File: config.mk
export PLATFORM = sky130hd
export DESIGN_NAME = kf_state_frame_tx_flat
export DESIGN_NICKNAME = d
export VERILOG_FILES = /design/src/rtl/kf_state_frame_tx_if.sv /design/src/rtl/kf_state_frame_tx.sv /design/src/flat_wrapper.sv
export SDC_FILE = /design/constraint.sdc
export NUM_CORES = 1
export LEC_CHECK = 0
export CAP_MARGIN = 20
export CELL_PAD_IN_SITES_DETAIL_PLACEMENT = 1
export CELL_PAD_IN_SITES_GLOBAL_PLACEMENT = 2
export CORE_MARGIN = 5
export CORE_UTILIZATION = 39
export CTS_BUF_LIST = sky130_fd_sc_hd__clkbuf_8 sky130_fd_sc_hd__clkbuf_16
export CTS_CLUSTER_DIAMETER = 120
export DETAILED_ROUTE_END_ITERATION = 10
export PLACE_DENSITY_LB_ADDON = 0.1
export SYNTH_ARGS = -nofsm -noshare
export SYNTH_HDL_FRONTEND = slang
export SYNTH_SLANG_ARGS = --single-unit
File: constraint.sdc
create_clock -name clk -period 7.4 [get_ports clk]
set_clock_uncertainty 0.15 [all_clocks]
set_input_delay 1.85 -clock clk [delete_from_list [all_inputs] [get_ports clk]]
set_output_delay 1.85 -clock clk [all_outputs]
set_load 0.05 [all_outputs]
File: src/rtl/kf_state_frame_tx_if.sv
// Byte-wide valid/ready stream carrying framed Kalman state snapshots.
interface kf_state_frame_tx_if;
    logic [7:0] tx_data;
    logic       tx_valid;
    logic       tx_ready;

    modport master (output tx_data, output tx_valid, input tx_ready);
    modport slave  (input tx_data, input tx_valid, output tx_ready);
endinterface

File: src/rtl/kf_state_frame_tx.sv
// Snapshots the four Kalman state words on (decimated) clk_en strobes and
// streams each snapshot as an 11-byte frame: header, seq, 8 data bytes, checksum.
module kf_state_frame_tx #(
    parameter int unsigned DECIM    = 1,
    parameter logic [7:0]  HDR_BYTE = 8'hA5
) (
    input  logic                       clk,
    input  logic                       reset,
    input  logic                       clk_en,
    input  logic [15:0]                State0,
    input  logic [15:0]                State1,
    input  logic [15:0]                State2,
    input  logic [15:0]                State3,
    kf_state_frame_tx_if.master        tx,
    output logic                       busy,
    output logic [7:0]                 overrun_cnt
);
    localparam int unsigned BYTE_W   = 8;
    localparam int unsigned IDX_W    = 3;
    localparam int unsigned N_DATA   = 8;
    localparam logic [BYTE_W-1:0] DEC_LAST = BYTE_W'(DECIM - 1);
    localparam logic [IDX_W-1:0]  IDX_LAST = IDX_W'(N_DATA - 1);

    typedef enum logic [2:0] {IDLE, HDR, SEQ, DATA, CSUM} state_t;

    state_t              state, state_nxt;
    logic [IDX_W-1:0]    idx, idx_nxt;
    logic [BYTE_W-1:0]   snap [N_DATA];
    logic [BYTE_W-1:0]   snap_nxt [N_DATA];
    logic [BYTE_W-1:0]   seq, seq_nxt;
    logic [BYTE_W-1:0]   csum, csum_nxt;
    logic [BYTE_W-1:0]   dec_cnt, dec_nxt;
    logic [BYTE_W-1:0]   ovr_nxt;
    logic [BYTE_W-1:0]   data_nxt;
    logic                valid_nxt;
    logic                fire, cap_evt, accept;

    // State and registered outputs
    always_ff @(posedge clk or posedge reset) begin
        if (reset) begin
            state       <= IDLE;
            idx         <= '0;
            snap        <= '{default: '0};
            seq         <= '0;
            csum        <= '0;
            dec_cnt     <= '0;
            overrun_cnt <= '0;
            tx.tx_data  <= '0;
            tx.tx_valid <= 1'b0;
            busy        <= 1'b0;
        end else begin
            state       <= state_nxt;
            idx         <= idx_nxt;
            snap        <= snap_nxt;
            seq         <= seq_nxt;
            csum        <= csum_nxt;
            dec_cnt     <= dec_nxt;
            overrun_cnt <= ovr_nxt;
            tx.tx_data  <= data_nxt;
            tx.tx_valid <= valid_nxt;
            busy        <= valid_nxt;
        end
    end

    // Next-state, capture/overrun decisions and next output byte
    always_comb begin
        state_nxt = state;
        idx_nxt   = idx;
        snap_nxt  = snap;
        seq_nxt   = seq;
        csum_nxt  = csum;
        dec_nxt   = dec_cnt;
        ovr_nxt   = overrun_cnt;
        data_nxt  = tx.tx_data;
        valid_nxt = 1'b0;

        fire    = tx.tx_valid && tx.tx_ready;
        cap_evt = clk_en && (dec_cnt == DEC_LAST);

        if (clk_en) begin
            dec_nxt = cap_evt ? '0 : dec_cnt + 8'd1;
        end

        case (state)
            HDR: if (fire) state_nxt = SEQ;
            SEQ: if (fire) begin
                state_nxt = DATA;
                idx_nxt   = '0;
                csum_nxt  = tx.tx_data;
            end
            DATA: if (fire) begin
                csum_nxt = csum + tx.tx_data;
                if (idx == IDX_LAST) state_nxt = CSUM;
                else                 idx_nxt   = idx + 3'd1;
            end
            CSUM: if (fire) begin
                state_nxt = IDLE;
                seq_nxt   = seq + 8'd1;
            end
            default: ;
        endcase

        // A capture lands only when the frame slot is free this cycle
        accept = cap_evt && ((state == IDLE) || ((state == CSUM) && fire));
        if (accept) begin
            state_nxt = HDR;
            snap_nxt  = '{State0[15:8], State0[7:0], State1[15:8], State1[7:0],
                          State2[15:8], State2[7:0], State3[15:8], State3[7:0]};
        end else if (cap_evt && (overrun_cnt != 8'hFF)) begin
            ovr_nxt = overrun_cnt + 8'd1;
        end

        // Stall keeps state_nxt/idx_nxt/csum_nxt unchanged, so the byte holds
        case (state_nxt)
            HDR:     data_nxt = HDR_BYTE;
            SEQ:     data_nxt = seq;
            DATA:    data_nxt = snap[idx_nxt];
            CSUM:    data_nxt = csum_nxt;
            default: data_nxt = '0;
        endcase
        valid_nxt = (state_nxt != IDLE);
    end
endmodule

File: src/flat_wrapper.sv
// flat-port wrapper written by rule: the top's interface ports become plain ports
module kf_state_frame_tx_flat 
#(
    parameter int unsigned DECIM    = 1,
    parameter logic [7:0]  HDR_BYTE = 8'hA5
)
  (clk, reset, clk_en, State0, State1, State2, State3, busy, overrun_cnt, tx_tx_data, tx_tx_valid, tx_tx_ready);
  kf_state_frame_tx_if tx_i ();
  input  logic clk;
  input  logic reset;
  input  logic clk_en;
  input  logic [15:0] State0;
  input  logic [15:0] State1;
  input  logic [15:0] State2;
  input  logic [15:0] State3;
  output logic busy;
  output logic [7:0] overrun_cnt;
  output wire logic [$bits(tx_i.tx_data)-1:0] tx_tx_data;
  output wire logic [$bits(tx_i.tx_valid)-1:0] tx_tx_valid;
  input wire logic [$bits(tx_i.tx_ready)-1:0] tx_tx_ready;
  assign tx_tx_data = tx_i.tx_data;
  assign tx_tx_valid = tx_i.tx_valid;
  assign tx_i.tx_ready = tx_tx_ready;
  kf_state_frame_tx #(.DECIM(DECIM), .HDR_BYTE(HDR_BYTE)) u_core (.clk(clk), .reset(reset), .clk_en(clk_en), .State0(State0), .State1(State1), .State2(State2), .State3(State3), .tx(tx_i), .busy(busy), .overrun_cnt(overrun_cnt));
endmodule
==> results of run 1 <==
report_power, final:
group | internal [mW] | switching [mW]
combinational | 0.227 | 0.267
sequential | 0.703 | 0.0951
clock | 0.239 | 0.234
total | 1.17 | 0.596
layout make-up:
| class | instances | area, um^2 | area share (%) |
|---|---|---|---|
| Clock buffer | 10 | 239 | 3.41 |
| Clock inverter | 5 | 42.5 | 0.608 |
| Inverter | 10 | 40.0 | 0.572 |
| Multi-Input combinational cell | 354 | 2800 | 39.9 |
| Sequential cell | 111 | 2780 | 39.7 |
| Tap cell | 184 | 230 | 3.29 |
| Timing Repair Buffer | 88 | 873 | 12.5 |
flip-flops by register name, indices dropped and copies added, names as in the netlist:
register / count
u_core.tx.tx_valid: 1
u_core.idx: 3
u_core.dec_cnt: 8
u_core.seq: 8
u_core.snap: 64
u_core.tx.tx_data: 8
u_core.overrun_cnt: 8
u_core.csum: 8
u_core.state: 3
layer usage:
layer  global-route usage (%)  wire length [um]  vias to the layer above
met1                     26.3              7390                     2109
met3                     3.67               677                       12
met5                        0                 0                        -
met2                     28.2              7060                       80
li1                         -                 -                     1972
met4                     4.91               192                        0
cells in the final DEF (no fill, tap or decap), drive strengths merged, types with 9 or more instances in the layout:
cell type and instances:
a21oi 20, xnor2 16, mux2 71, inv 11
mux2i 14, clkbuf 10, ha 12, nand2 50
o21ai 18, xor2 9, nor2 24, dfrtp 111
clkdlybuf4s50 85, nand3 16
synth_stat cells, drive strengths merged (2+ instances only):
master   instances
and2             5
nor2            24
nand3           16
a32o             2
nor3             8
mux2            71
a211o            3
inv             10
a32oi            2
and4             2
nand4            6
o311ai           3
a21o             4
mux2i           14
xnor2           16
nand2           50
and3             7
nor4b            4
a21oi           20
nand4b           2
nor4             2
o2111ai          2
buf              9
xor2             9
o21ai           18
a221o            2
clkbuf          16
a21boi           2
nand3b           4
a22oi            2
a31oi            5
mux4             5
nand2b           3
a2bb2oi          2
nor2b            2
ha              12
dfrtp          111
o22ai            2
o211ai           3
cell families (layout without fill, tap and decap cells):
family	Yosys count	count (layout)	synth area share, %
mux	90	90	18.5
xor+xnor	25	25	3.82
flops	111	111	48.4
buf+inv	35	113	2.94
fa+ha+maj	13	13	2.96
simple gates	138	138	12.5
compound gates	88	88	10.9
per-stage QoR:
stage	hold WS, ns	power [mW]	area (um^2)
2_1_floorplan	0.296	1.15	5740
3_3_place_gp	0.320	1.29	6720
3_5_place_dp	0.329	1.31	6720
4_1_cts	0.344	1.79	7000
5_1_grt	0.370	1.88	7000
6_report	0.342	1.76	7000
path summary, 6_finish.rpt:
path | from | endpoint | slack [ns]
min in group asynchronous | reset | u_core.overrun_cnt[0] | 1.90
max reg2reg | u_core.state[2] | u_core.tx.tx_data[3] | 3.91
max in group asynchronous | reset | u_core.tx.tx_data[5] | 4.10
max | tx_tx_ready | u_core.tx.tx_data[3] | 2.46
min reg2reg | u_core.overrun_cnt[4] | u_core.overrun_cnt[4] | 0.34
min | u_core.overrun_cnt[4] | u_core.overrun_cnt[4] | 0.34
==> results.md, run 1 <==
- Non-Filler Instances: 762
- Synth Area per Inst: 11.5 um^2
- Post-Route Utilization: about half
- IO Count: 86
- Max-slew headroom: roughly two fifths
- Initial Util: 39.6%
- Final setup violation count: 0
- Total gr overflow: 0
- Crit path time final: a little under 5 ns
- First-pass DRT Iterations: 4
- Yosys cell types: 71
- Leakage: 3.23 nW
- Pre-CTS setup slack: ~2.1 ns
- Largest delay share family, worst path: simple AND/OR/NAND/NOR gates
- CTS root buf: clkbuf_16
- Clock-pin slew on the worst setup and hold paths: 0.07 ns
- Final worst-path cycle share: approximately 67%
- Slew Limit Fails: 0
- CTS resizes: 0
- Final worst slack: 2.46 ns
- Slew of the pin with the lowest slew margin: 0.898 ns
- Die Span Y: roughly 130 um
- Die Area: 17200 um^2
- CTS tree: yes
- Slowest-stage cell, CP: and4b_1
- Synth top area cells: dfrtp_1 (48%), mux2_2 (9.2%), mux2_1 (4.3%)
- Startpoint Class: input port
- First-pass GRT wire length: around 25000 um
- Post-Synthesis Net Count: slightly below 600
- Crit path depth: 8
- Tot GR Track Use: 18.3%
- Mapped cell area: roughly 5700 um^2
- Core Region: 14500 um^2
- FFs w/ async S/R, synth: 100%
- Total wire length: between 15000 and 20000 um
- Wire per inst: 20.1 um
- Hold-fix buffers at CTS: 0
- FP Rows: 44
- Worst Path Buf+Inv: 2
- Average vias per placed instance: roughly 5.5
- Hold path cells: 1
- TritonCTS Sinks: ~110
- Dpl cells: 747
- R2R depth: 7
- Sequential share of the synthesized area: 48.4%
- H-tree levels: 3
- Share of cells above drive strength 1: 14.9%
- Pwr Density: ~250 nW/um^2
- Hold WC Path Type: register to register
- Initial antenna violation count: 0
- Ys Warns: 0
- Arrival @ worst endpoint: 5.03 ns
- Crit. End Element: register
- Ys flop type: dfrtp_1
- Fillers: between 1500 and 2000
- Post-synth top area share: about half
- F_max: slightly above 0.2 GHz
- Worst IR drop on VDD: approximately 0.00016 V
- Via count: between 4000 and 5000
- Hold Fails Final Rpt: 0
- Crit-path max cell delay: 0.71 ns
- Setup TNS: 0 ns
- Post-CTS Setup Bufs: 0
- CTS Buf Count: 9
- Largest net degree at the start of global routing: 71
- Critical path fanouts, max: 20
- EDFF count, synth: 0
- Maximum clock path buffer count: 2
- # Max-Cap Violations: 0
- Worst-Skew Late Latency: 0.35 ns
- Residual DRC count: 0
- Antenna cells: 0
- RSZ-0062 raised after global routing: no
- ANT nets after route: 0
- P&R area growth vs syn: 21.9%
- Chip width: approximately 130 um
- Setup CP Type: input port to register
- Fin nets: 655
- CP required: 7.48 ns
- Critical-path cell list: clkdlybuf4s50_1 > and4b_1 > and4_4 > nor2_8 > inv_2 > mux4_2 > and2_1 > a2111o_1
- Synth area leader: dfrtp_1
- DP HPWL: 11500 um
- GP Congestion: ~0.84
- Status: finished, final reports clean
- Port bufs: 85
- Initial drt markers: 278
- Yosys reg bits: 111
- Vias in the first global route: 4591
- Post-Syn Instances: 500
Note: power is estimated with default switching activity, not from simulation.
==> run 2: changes to the inputs <==
CORE_UTILIZATION = 36   (was 39)
clock period = 4.9 ns   (was 7.4 ns; I/O delays follow)
==> results.md, run 2 (synthesized netlist as in run 1, its figures left out) <==
- Worst Hold Slack: 0.336 ns
- CTS tree: yes
- Critical path fanouts, max: 20
- Design Area, Final: between 7000 and 8000 um^2
- IO Count: 86
- Die Area: 18600 um^2
- Antenna cells: 0
- FF-to-FF End: u_core.tx.tx_data[3]
- First-pass DRT Iterations: 4
- Hold Fails Final Rpt: 0
- Tot GR Track Use: 17.8%
- Dpl cells: 783
- Crit. End Element: register
- CTS root buf: clkbuf_16
- Max-slew headroom: between 40% and 50%
- Initial drt markers: 281
- Top reg by flops: u_core.snap
- Post-Route Utilization: 45.2%
- Die Span Y: 136 um
- Share of cells above drive strength 1: 15.4%
- Setup TNS: 0 ns
- Max reg flops: 64
- Fin nets: 659
- Worst IR drop on VDD: 0.000335 V
- Most frequent cells in the layout: dfrtp_1 (111), clkdlybuf4s50_1 (85), nand2_1 (48)
- CTS Buf Count: 9
- DP Area: 6800 um^2
- Met3 WL post-DR: 634 um
- Leakage: roughly 3.3 nW
- Port bufs: 85
- Startpoint Class: input port
- Average vias per placed instance: 5.26
- Initial antenna violation count: 0
- Setup CP Type: input port to register
- CP startpoint: tx_tx_ready
- Worst r2r src: u_core.idx[0]
- Clock-pin slew on the worst setup and hold paths: 0.07 ns
- Post-layout power: 2.76 mW
- Non-Filler Instances: about 800
- Wire per inst: a little under 20 um
- TritonCTS Sinks: 111
- Arrival @ worst endpoint: 4.07 ns
- Highest Signal Layer: met4
- R2R depth: 8
- Wire length on met2: 7160 um
- Multi-input gate area: 2800 um^2
- Final setup violation count: 0
- Status: finished, final reports clean
- Final worst slack: 0.911 ns
- DP HPWL: 11800 um
- Core Region: 15800 um^2
- Most common cell after layout, fill and taps aside: dfrtp_1
- Total gr overflow: 0
- Via count: 4200
- Slew Limit Fails: 0
- Reg-to-reg slack, setup: approximately 1.6 ns
- Chip width: approximately 140 um
- GP Congestion: between 0.8 and 0.9
- Fillers: 1719
- Hold-fix buffers at CTS: 0
- Largest net degree at the start of global routing: between 60 and 70
- Worst-Skew Late Latency: 0.36 ns
- Worst setup endpoint: u_core.tx.tx_data[3]
- Register area: 2780 um^2
- Pwr Density: 387 nW/um^2
- CP required: 4.98 ns
- Residual DRC count: 0
- P&R area growth vs syn: 24.1%
- Initial Util: 36.4%
- Hold WC Path Type: register to register
- Maximum clock path buffer count: 2
- CTS resizes: 0
- Final worst-path cycle share: 81.4%
- F_max: ~0.25 GHz
- Wl on met1: 7710 um
- RSZ-0062 raised after global routing: no
- Total wire length: 15600 um
- Pre-CTS setup slack: 0.555 ns
- ANT nets after route: 0
- First-pass GRT wire length: 25500 um
- Vias in the first global route: around 4600
- FP Rows: 46
- H-tree levels: 3
- # Max-Cap Violations: 0
- Post-CTS Setup Bufs: 0
- Crit path time final: 3.99 ns
- Slew of the pin with the lowest slew margin: 0.823 ns
## run 2: changes by cell type in the layout (fill, tap and decap cells not counted), sizes merged
| cell | change |
|---|---|
| buf | +4 |
| bufinv | +2 |
| clkbuf | -1 |
| clkinvlp | -2 |
| inv | +2 |
## run 2: how the worst min path moves through the flow
stage / startpoint / to / cells past startpoint
floorplan: u_core.seq[7] / u_core.seq[7] / 1
global placement: u_core.dec_cnt[7] / u_core.dec_cnt[7] / 1
detailed placement: u_core.seq[7] / u_core.seq[7] / 1
CTS: u_core.seq[7] / u_core.seq[7] / 1
global route: u_core.seq[7] / u_core.seq[7] / 1
finish: u_core.seq[7] / u_core.seq[7] / 1
## run 2: report_power, final
part / total (mW) / internal [mW] / leakage, nW / switching [mW]
logic: 0.744 / 0.342 / 1.65 / 0.401
registers: 1.20 / 1.06 / 1.48 / 0.142
clock network: 0.810 / 0.452 / 0.159 / 0.358
total: 2.76 / 1.86 / 3.29 / 0.901
## run 2: area by class of cell
type                       instances  area share [%]
clock inverter                     7            1.35
sequential                       111            39.0
inverter                          10           0.562
tap                              216            3.80
clock buffer                       9            3.16
multi-input combinational        354            39.3
timing repair buffer              92            12.9
## run 2: per-layer routing
metal / GRT usage [%] / vias up
met5: 0 / -
met4: 3.70 / 0
met3: 3.44 / 14
met2: 27.1 / 85
met1: 26.3 / 2117
li1: - / 1984
## run 2: critical path, stage by stage
cell and delay [ns]:
clkdlybuf4s50_1 0.69, and4b_1 0.41, and4_4 0.33, nor2_8 0.08, inv_2 0.37, mux4_2 0.39
and2_1 0.18, a2111o_1 0.38
